--- src/rtl/ps2_host_transmitter.sv ---
// ps2_host_transmitter
//   Sends one command byte from the host to a PS/2 mouse: 0xF4 (enable data
//   reporting) or 0xF5 (disable). It runs request-to-send, the 8 data bits LSB
//   first, odd parity, stop and the device acknowledge, then pulses done or
//   error.
//
// Ports
//   iClk               system clock
//   iResetn            asynchronous active-low reset
//   iStartTransmission start request, sampled only while idle
//   iEnableMouse       1 = send CMD_ENABLE, 0 = send CMD_DISABLE (latched with start)
//   iPS2Clk, iPS2Dat   raw PS/2 pins (asynchronous)
//   oPS2ClkLow         1 = pull PS/2 clock low, 0 = release
//   oPS2DatLow         1 = pull PS/2 data low, 0 = release
//   oBusy              high whenever a transfer is in progress
//   oDone              one-cycle pulse: ACK received and bus back to idle
//   oError             one-cycle pulse: NACK or timeout
module ps2_host_transmitter #(
  parameter int unsigned INHIBIT_CYCLES = 5000,
  parameter int unsigned TIMEOUT_CYCLES = 750000,
  parameter logic [7:0]  CMD_ENABLE     = 8'hF4,
  parameter logic [7:0]  CMD_DISABLE    = 8'hF5
) (
  input  logic iClk,
  input  logic iResetn,
  input  logic iStartTransmission,
  input  logic iEnableMouse,
  input  logic iPS2Clk,
  input  logic iPS2Dat,
  output logic oPS2ClkLow,
  output logic oPS2DatLow,
  output logic oBusy,
  output logic oDone,
  output logic oError
);

  localparam int INH_W = $clog2(INHIBIT_CYCLES + 1);
  localparam int TMO_W = $clog2(TIMEOUT_CYCLES + 1);
  localparam logic [INH_W-1:0] INH_LAST = INH_W'(INHIBIT_CYCLES - 1);
  localparam logic [TMO_W-1:0] TMO_LAST = TMO_W'(TIMEOUT_CYCLES - 1);

  typedef enum logic [2:0] {
    S_IDLE, S_INHIBIT, S_RTS, S_SEND, S_WAIT_IDLE, S_ERR
  } state_t;

  // ---------------------------------------------------------------------------
  // Pin synchronizers; idle-high so reset never fakes a falling edge
  // ---------------------------------------------------------------------------
  logic [1:0] clk_sync, dat_sync;
  logic       clk_prev;
  logic       clk_s, dat_s, clk_fall;

  always_ff @(posedge iClk or negedge iResetn) begin
    if (!iResetn) begin
      clk_sync <= 2'b11;
      dat_sync <= 2'b11;
      clk_prev <= 1'b1;
    end else begin
      clk_sync <= {clk_sync[0], iPS2Clk};
      dat_sync <= {dat_sync[0], iPS2Dat};
      clk_prev <= clk_sync[1];
    end
  end

  assign clk_s    = clk_sync[1];
  assign dat_s    = dat_sync[1];
  assign clk_fall = clk_prev & ~clk_s;

  // ---------------------------------------------------------------------------
  // FSM state and datapath registers
  // ---------------------------------------------------------------------------
  state_t           state_q, state_d;
  logic [INH_W-1:0] inh_q, inh_d;
  logic [TMO_W-1:0] tmo_q, tmo_d;
  logic [3:0]       bit_q, bit_d;     // falling edges seen in SEND
  logic [7:0]       shift_q, shift_d;
  logic             par_q, par_d;
  logic             clk_low_d, dat_low_d, busy_d, done_d, err_d;
  logic [7:0]       cmd;
  logic [2:0]       bit_sel;

  assign cmd = iEnableMouse ? CMD_ENABLE : CMD_DISABLE;

  always_ff @(posedge iClk or negedge iResetn) begin
    if (!iResetn) begin
      state_q    <= S_IDLE;
      inh_q      <= '0;
      tmo_q      <= '0;
      bit_q      <= '0;
      shift_q    <= '0;
      par_q      <= 1'b0;
      oPS2ClkLow <= 1'b0;
      oPS2DatLow <= 1'b0;
      oBusy      <= 1'b0;
      oDone      <= 1'b0;
      oError     <= 1'b0;
    end else begin
      state_q    <= state_d;
      inh_q      <= inh_d;
      tmo_q      <= tmo_d;
      bit_q      <= bit_d;
      shift_q    <= shift_d;
      par_q      <= par_d;
      oPS2ClkLow <= clk_low_d;
      oPS2DatLow <= dat_low_d;
      oBusy      <= busy_d;
      oDone      <= done_d;
      oError     <= err_d;
    end
  end

  // Next state; the pin outputs are then decoded from the *next* state so the
  // registered outputs line up with the state they belong to, glitch-free.
  always_comb begin
    state_d = state_q;
    inh_d   = inh_q;
    tmo_d   = tmo_q;
    bit_d   = bit_q;
    shift_d = shift_q;
    par_d   = par_q;
    done_d  = 1'b0;

    case (state_q)
      S_IDLE: begin
        if (iStartTransmission) begin
          shift_d = cmd;
          par_d   = ~^cmd;           // odd parity
          inh_d   = '0;
          state_d = S_INHIBIT;
        end
      end
      S_INHIBIT: begin
        if (inh_q == INH_LAST) begin
          tmo_d   = '0;
          bit_d   = '0;
          state_d = S_RTS;
        end else begin
          inh_d = inh_q + 1'b1;
        end
      end
      S_RTS: begin
        tmo_d   = tmo_q + 1'b1;
        state_d = S_SEND;
      end
      S_SEND: begin
        tmo_d = tmo_q + 1'b1;
        if (clk_fall) begin
          bit_d = bit_q + 4'd1;
          // 11th edge: device drives its acknowledge on the data line
          if (bit_q == 4'd10)
            state_d = dat_s ? S_ERR : S_WAIT_IDLE;
        end
      end
      S_WAIT_IDLE: begin
        tmo_d = tmo_q + 1'b1;
        if (clk_s && dat_s) begin
          done_d  = 1'b1;
          state_d = S_IDLE;
        end
      end
      S_ERR:   state_d = S_IDLE;
      default: state_d = S_IDLE;
    endcase

    // Timeout overrides bit position, but a completed handshake wins a tie.
    if ((state_q == S_RTS || state_q == S_SEND || state_q == S_WAIT_IDLE) &&
        tmo_q == TMO_LAST && !done_d)
      state_d = S_ERR;
  end

  // Edges 1..8 map to D0..D7; low three bits minus one wraps 8 onto index 7.
  assign bit_sel = bit_d[2:0] - 3'd1;

  always_comb begin
    clk_low_d = (state_d == S_INHIBIT);
    busy_d    = (state_d != S_IDLE);
    err_d     = (state_d == S_ERR);
    dat_low_d = 1'b0;
    case (state_d)
      S_INHIBIT: dat_low_d = (inh_d == INH_LAST);   // start bit in last cycle
      S_RTS:     dat_low_d = 1'b1;
      S_SEND: begin
        if (bit_d == 4'd0)      dat_low_d = 1'b1;   // start bit still held
        else if (bit_d <= 4'd8) dat_low_d = ~shift_d[bit_sel];
        else if (bit_d == 4'd9) dat_low_d = ~par_d;
        else                    dat_low_d = 1'b0;   // stop bit / ACK window
      end
      default:   dat_low_d = 1'b0;
    endcase
  end

endmodule

--- config.mk ---
export PLATFORM = sky130hd
export DESIGN_NAME = ps2_host_transmitter
export DESIGN_NICKNAME = d
export VERILOG_FILES = /design/src/rtl/ps2_host_transmitter.sv
export SDC_FILE = /design/constraint.sdc
export NUM_CORES = 1
export LEC_CHECK = 0
export BUFFER_PORTS_ARGS = -buffer_cell sky130_fd_sc_hd__buf_2
export CORE_MARGIN = 8
export CORE_UTILIZATION = 40
export DETAILED_ROUTE_END_ITERATION = 12
export PLACE_DENSITY = 0.65
export SLEW_MARGIN = 20
export SYNTH_ARGS = -nofsm -noshare
export SYNTH_HDL_FRONTEND = slang
export SYNTH_SLANG_ARGS = --single-unit
export TNS_END_PERCENT = 20
--- constraint.sdc ---
create_clock -name iClk -period 2.5 [get_ports iClk]
set_clock_uncertainty 0.1 [all_clocks]
set_input_delay 0.125 -clock iClk [delete_from_list [all_inputs] [get_ports iClk]]
set_output_delay 0.125 -clock iClk [all_outputs]
set_load 0.03 [all_outputs]
# Word-level counts from Yosys, hierarchy flattened
# Index checks and enable logic that the tools add are counted.
dict set report op_classes {
  mux 29
  n_reduce_logical 13
  n_mul 0
  div_mod_pow 0
  n_eq_ne 14
  n_lt_le_gt_ge 2
  bitwise_logic 4
  shift 0
  n_addsub 4
}
# op count
set op_table {}
lappend op_table {{case mux 20 bit (2 select lines)} 1}
lappend op_table {{== test 13 bit (second input constant)} 2}
lappend op_table {{two-way mux 13 bit} 2}
lappend op_table {{case mux 13 bit (2 select lines)} 1}
lappend op_table {{adder 20 x 1 -> 20 bit (second input constant)} 1}
lappend op_table {{== test 20 bit (second input constant)} 1}
lappend op_table {{two-way mux 20 bit} 1}
lappend op_table {{two-way mux 3 bit} 6}
lappend op_table {{two-way mux 8 bit} 2}
lappend op_table {{case mux 3 bit (5 select lines)} 1}
lappend op_table {{adder 13 x 1 -> 13 bit (second input constant)} 1}
lappend op_table {{== test 3 x 2 -> 1 bit (second input constant)} 4}
lappend op_table {{two-way mux 1 bit} 10}
lappend op_table {{== test 4 bit (second input constant)} 2}
lappend op_table {{two-way mux 4 bit} 2}
lappend op_table {{case mux 4 bit (2 select lines)} 1}
lappend op_table {{XNOR reduction 8 bit} 1}
lappend op_table {{== test 3 x 1 -> 1 bit (second input constant)} 2}
lappend op_table {{== test 3 bit (second input constant)} 2}
lappend op_table {{adder 4 x 1 -> 4 bit (second input constant)} 1}
lappend op_table {{less-or-equal comparator 4 bit (second input constant)} 1}
lappend op_table {{zero test 4 bit} 1}
lappend op_table {{less-than comparator 3 x 4 -> 1 bit (second input constant)} 1}
lappend op_table {{binary-select mux 1 bit (select 3 bit)} 1}
lappend op_table {{other kinds (13)} 18}
dict set report word_totals {
  n_memories 0
  romBits 0
  ramBits 0
  wordCells 80
  in_bits 6
  latch_bits 0
  output_inout_bits 5
  register_bits 59
}

# Longest topological paths before layout
dict set report depth {
  ltp_word 11
  ltp_mapped 10
  depth_no_buf 10
}

# Worst setup path before layout
# No wires, ideal clock.
dict set report synth_path {
  path_kind {reg2reg}
  startpoint {register inh_q[0]}
  endpoint {register oPS2DatLow}
  setup_slack_ps 263
  n_path_buf 0
  setup_ps 87
  synth_period_minus_slack_ps 2237
  stages_incl_launch_ff 10
  arrival_time_ps 2050
  path_cell_list {dfrtp_1 -> ha_1 -> and2_1 -> and4_4 -> o21ba_4 -> o21a_4 -> and3_1 -> a31o_1 -> mux2_2 -> o211ai_1}
}
dict set report synth_between {
  elab_chain_len 10
  elab_cells_between_ends 25
}
# element line
set synth_lines {}
lappend synth_lines {{start: declaration} 73} ;# logic [INH_W-1:0] inh_q, inh_d;
lappend synth_lines {{start signal: assignment} 99} ;# inh_q <= inh_d;
lappend synth_lines {{== test 13 bit} 133} ;# if (inh_q == INH_LAST) begin
lappend synth_lines {{two-way mux 4 bit} 133}
lappend synth_lines {{case mux 4 bit (2 select lines)} 123} ;# case (state_q)
lappend synth_lines {{subtractor 3 x 1 -> 3 bit} 172} ;# assign bit_sel = bit_d[2:0] - 3'd1;
lappend synth_lines {{binary-select mux 1 bit (select 3 bit)} 184} ;# else if (bit_d <= 4'd8) dat_low_d = ~shift_d[bit_sel];
lappend synth_lines {{two-way mux 1 bit (implied by the code)} 184}
lappend synth_lines {{NOT 1 bit} 184}
lappend synth_lines {{two-way mux 1 bit} 184}
lappend synth_lines {{two-way mux 1 bit} 183} ;# if (bit_d == 4'd0) dat_low_d = 1'b1;
lappend synth_lines {{case mux 1 bit (3 select lines) (*)} 179} ;# case (state_d)
lappend synth_lines {{via dat_low_d} 78} ;# logic clk_low_d, dat_low_d, busy_d, done_d, err_d;
lappend synth_lines {{end signal: assignment} 105} ;# oPS2DatLow <= dat_low_d;
lappend synth_lines {{end: declaration} 31} ;# output logic oPS2DatLow,
# The timed path passes the listed nets; every way through them passes the cells marked *. The select of a mux whose other input is x is not followed.
# A chain may end at the register's enable or synchronous reset.

# Worst setup path in the final report
# Same ends and word-level chain as after synthesis.

==> run summary <==
Clock share of power = 0.467
Relative slew slack = 0.5333
CTS max path bufs = 2
Global-route wire length before repair = 11010 µm
Status = completed
ANT nets after route = 0
R2R cell count = 9
Power consumption = 1.874 mW
Chip Width = 102.6 µm
R2R Path Start = inh_q[0]
Power Dens Cells = 538.8 mW/mm²
Commonest cells after routing, fill and taps aside = dfrtp_1, nor2_1, nand2_1, nand3_1, inv_1
Mapped Cells = 303
Io pins = 11
P_sw = 0.4355 mW
Leak pwr = 1.631 nW
Hold Path End = inh_q[10]
Share of cells above drive strength 1 = 0.1780
Worst setup SP type = register
Core area = 0.007253 mm²
Internal power = 1.439 mW
Post-synthesis sequential area ratio = 0.4948
RSZ-0062 raised after global routing = false
Initial Utilization = 0.4131
Hold depth = 4
Register clock-pin slew on the reported worst setup and hold paths = 0.07 ns
HPWL Detailed = 4515 µm
Ys Warns = 0
Flop pwr share = 0.514
Worst-path maximum fanout = 5
Routed len/inst = 14.52 µm
Cell chain of the critical path = ha_1 -> and2_1 -> and4_4 -> o21ba_4 -> o21a_4 -> and3_1 -> a31o_1 -> mux2_2 -> o211ai_1
Net Sw Frac = 0.2324
Area growth syn-to-layout = 16.08%
Largest net degree at the start of global routing = 31
CP arrival = 2.55 ns
Routability Congestion = 0.8660
Final nets = 342
Max-Cap Viols = 0
Endpoints failing setup = 0
CP bufs+invs = 0
H-Tree Depth = 3
Worst-Margin Slew = 0.7000 ns
DRT iter0 DRCs = 173
Slowest CP cell = dfrtp_1
Via density per instance = 5.245
R2R Setup Slk = 0.11 ns
Synth async-reset ratio = 1.000
Setup WS pre-CTS = 0.1113 ns
Register area = 0.001483 mm²
Initial antenna violation count = 0
Die height = 102.6 µm
Post-route DRC = 0
CTS tree = yes
Logic gate share of total power = 0.019
GRT overflow = 0
Vias in the first global route = 2391
CTS Sinks = 59
Multi-input gate area = 0.001440 mm²
IO Port Bufs = 10
Required time of the worst setup path = 2.66 ns
DIE AREA = 0.01052 mm²
Postcts setup bufs = 0
Setup TNS = 0 ns
Mapped Avg Cell Area = 9.890 µm²
Yosys cell types = 60
GRT Total Usage = 0.1344
Net Count, Synth = 313
EDFF count, synth = 0
Vias = 2287
Critical path class = register to register
Crit. End Element = register
Clock root buffer = clkbuf_8
Diode count = 0
Achievable Freq = 417.9 MHz
Row count = 31
Initial DRT Pass Iterations = 4
Family with the most delay on the worst path = compound AO/OA/AOI/OAI gates
VDD IR max = 0.2657 mV
Filler cells = 676
Mapped Area = 0.002997 mm²
Number of synthesized register bits = 59
FF-to-FF End = oPS2DatLow
Commonest non-fill, non-tap cell in the layout = dfrtp_1
TritonCTS buffer count = 9
Clk_lat worst skew = 0.35 ns
Period utilisation layout = 0.9571
CP max stage delay = 0.41 ns
Hold Path Origin = iStartTransmission
Final setup margin = 0.1072 ns
Main synth FF type = dfrtp_1
Final WL = 6331 µm
Hold crit path type = input port to register
Post-layout min period = 2.393 ns
Final Hold Fails = 0
Fin. max-slew vios = 0
[flip-flops by register name (all words and copies together), names as in the netlist, 2 cells and up]
name,flops
inh_q,13
tmo_q,20
state_q,3
clk_sync,2
shift_q,8
dat_sync,2
bit_q,4
[cell type report]
type,instances,area share
flip-flops and latches,59,0.4263
multi-input cells,225,0.4140
repair buffers,25,0.05324
clock buffers,9,0.03561
well taps,99,0.03561
clock inverters,7,0.02230
inverters,12,0.01295
[worst reg2reg max path: stages (launching register included)]
cell,delay [ns]
dfrtp_1,0.41
ha_1,0.24
and2_1,0.20
and4_4,0.17
o21ba_4,0.20
o21a_4,0.21
and3_1,0.16
a31o_1,0.17
mux2_2,0.26
o211ai_1,0.19
[power by group through the flow]
| stage | Sequential, mW | Clock [mW] | Combinational [mW] |
|---|---|---|---|
| floorplan | 0.981 | 0 | 0.00284 |
| global placement | 0.981 | 0 | 0.0310 |
| detailed placement | 0.982 | 0 | 0.0316 |
| CTS | 0.963 | 0.898 | 0.0365 |
| global route | 0.963 | 0.941 | 0.0410 |
| finish | 0.964 | 0.876 | 0.0347 |
[kinds of logic after synthesis]
kind of cell               Yosys count  synth area share
and+or+nand+nor                    150            0.2818
DFF                                 59            0.4948
AOI/OAI and AO/OA                   47            0.1061
xor gates and xnor gates            20           0.05846
buffers and inverters               19           0.02839
muxes                                4           0.01378
adders and majority gates            4           0.01670
[stage by stage]
step / hold slack, ns / cell area (µm²) / instances / util
after floorplan: -0.2706 / 2997 / 303 / -
after global placement: 0.1047 / 3226 / 416 / 0.4447
after detailed placement: 0.1111 / 3226 / 416 / 0.4447
after CTS: 0.1752 / 3467 / 436 / 0.4780
after global routing: 0.1898 / 3478 / 436 / 0.4796
final: 0.1836 / 3478 / 436 / 0.4796
[cells in the mapped netlist (all sizes together) (4+ instances only)]
cell type | number | share of area
nand2b | 10 | 0.021
a21oi | 10 | 0.018
nand4 | 7 | 0.015
buf | 4 | 0.0096
dfrtp | 54 | 0.45
nand3 | 21 | 0.037
nor4 | 5 | 0.015
and2 | 10 | 0.022
dfstp | 5 | 0.044
inv | 12 | 0.015
nor3 | 5 | 0.012
nand2 | 26 | 0.033
xnor2 | 9 | 0.026
nor2 | 36 | 0.046
xor2 | 11 | 0.032
o21ai | 13 | 0.022
a31oi | 6 | 0.013
ha | 4 | 0.017
and3 | 9 | 0.019
[repair_timing]
item | 4_1_cts | 5_1_grt
endpoints found under the hold margin | 29 | 0
setup endpoints to repair | 0 | 7
gates resized for setup | 0 | 5
hold buffers | 4 | 0
[worst max-delay path by stage]
stage / depth (start not counted) / slack (ns) / to / startpoint
after global routing: 8 / 0.006 / oBusy / bit_q[0]
after global placement: 9 / 0.14 / oPS2DatLow / inh_q[0]
after detailed placement: 9 / 0.11 / oPS2DatLow / inh_q[0]
after CTS: 9 / 0.12 / oPS2DatLow / inh_q[0]
after floorplan: 9 / 0.26 / oPS2DatLow / inh_q[0]
final: 9 / 0.11 / oPS2DatLow / inh_q[0]
[layer usage]
metal  track usage  vias to the layer above  share of wire
li1              -                     1130              -
met1        0.1701                     1102           0.48
met2        0.2058                       46           0.46
met3       0.03646                        9          0.045
met4       0.06885                        0          0.016
met5             0                        -              0
(Power assumes the default switching activity.)
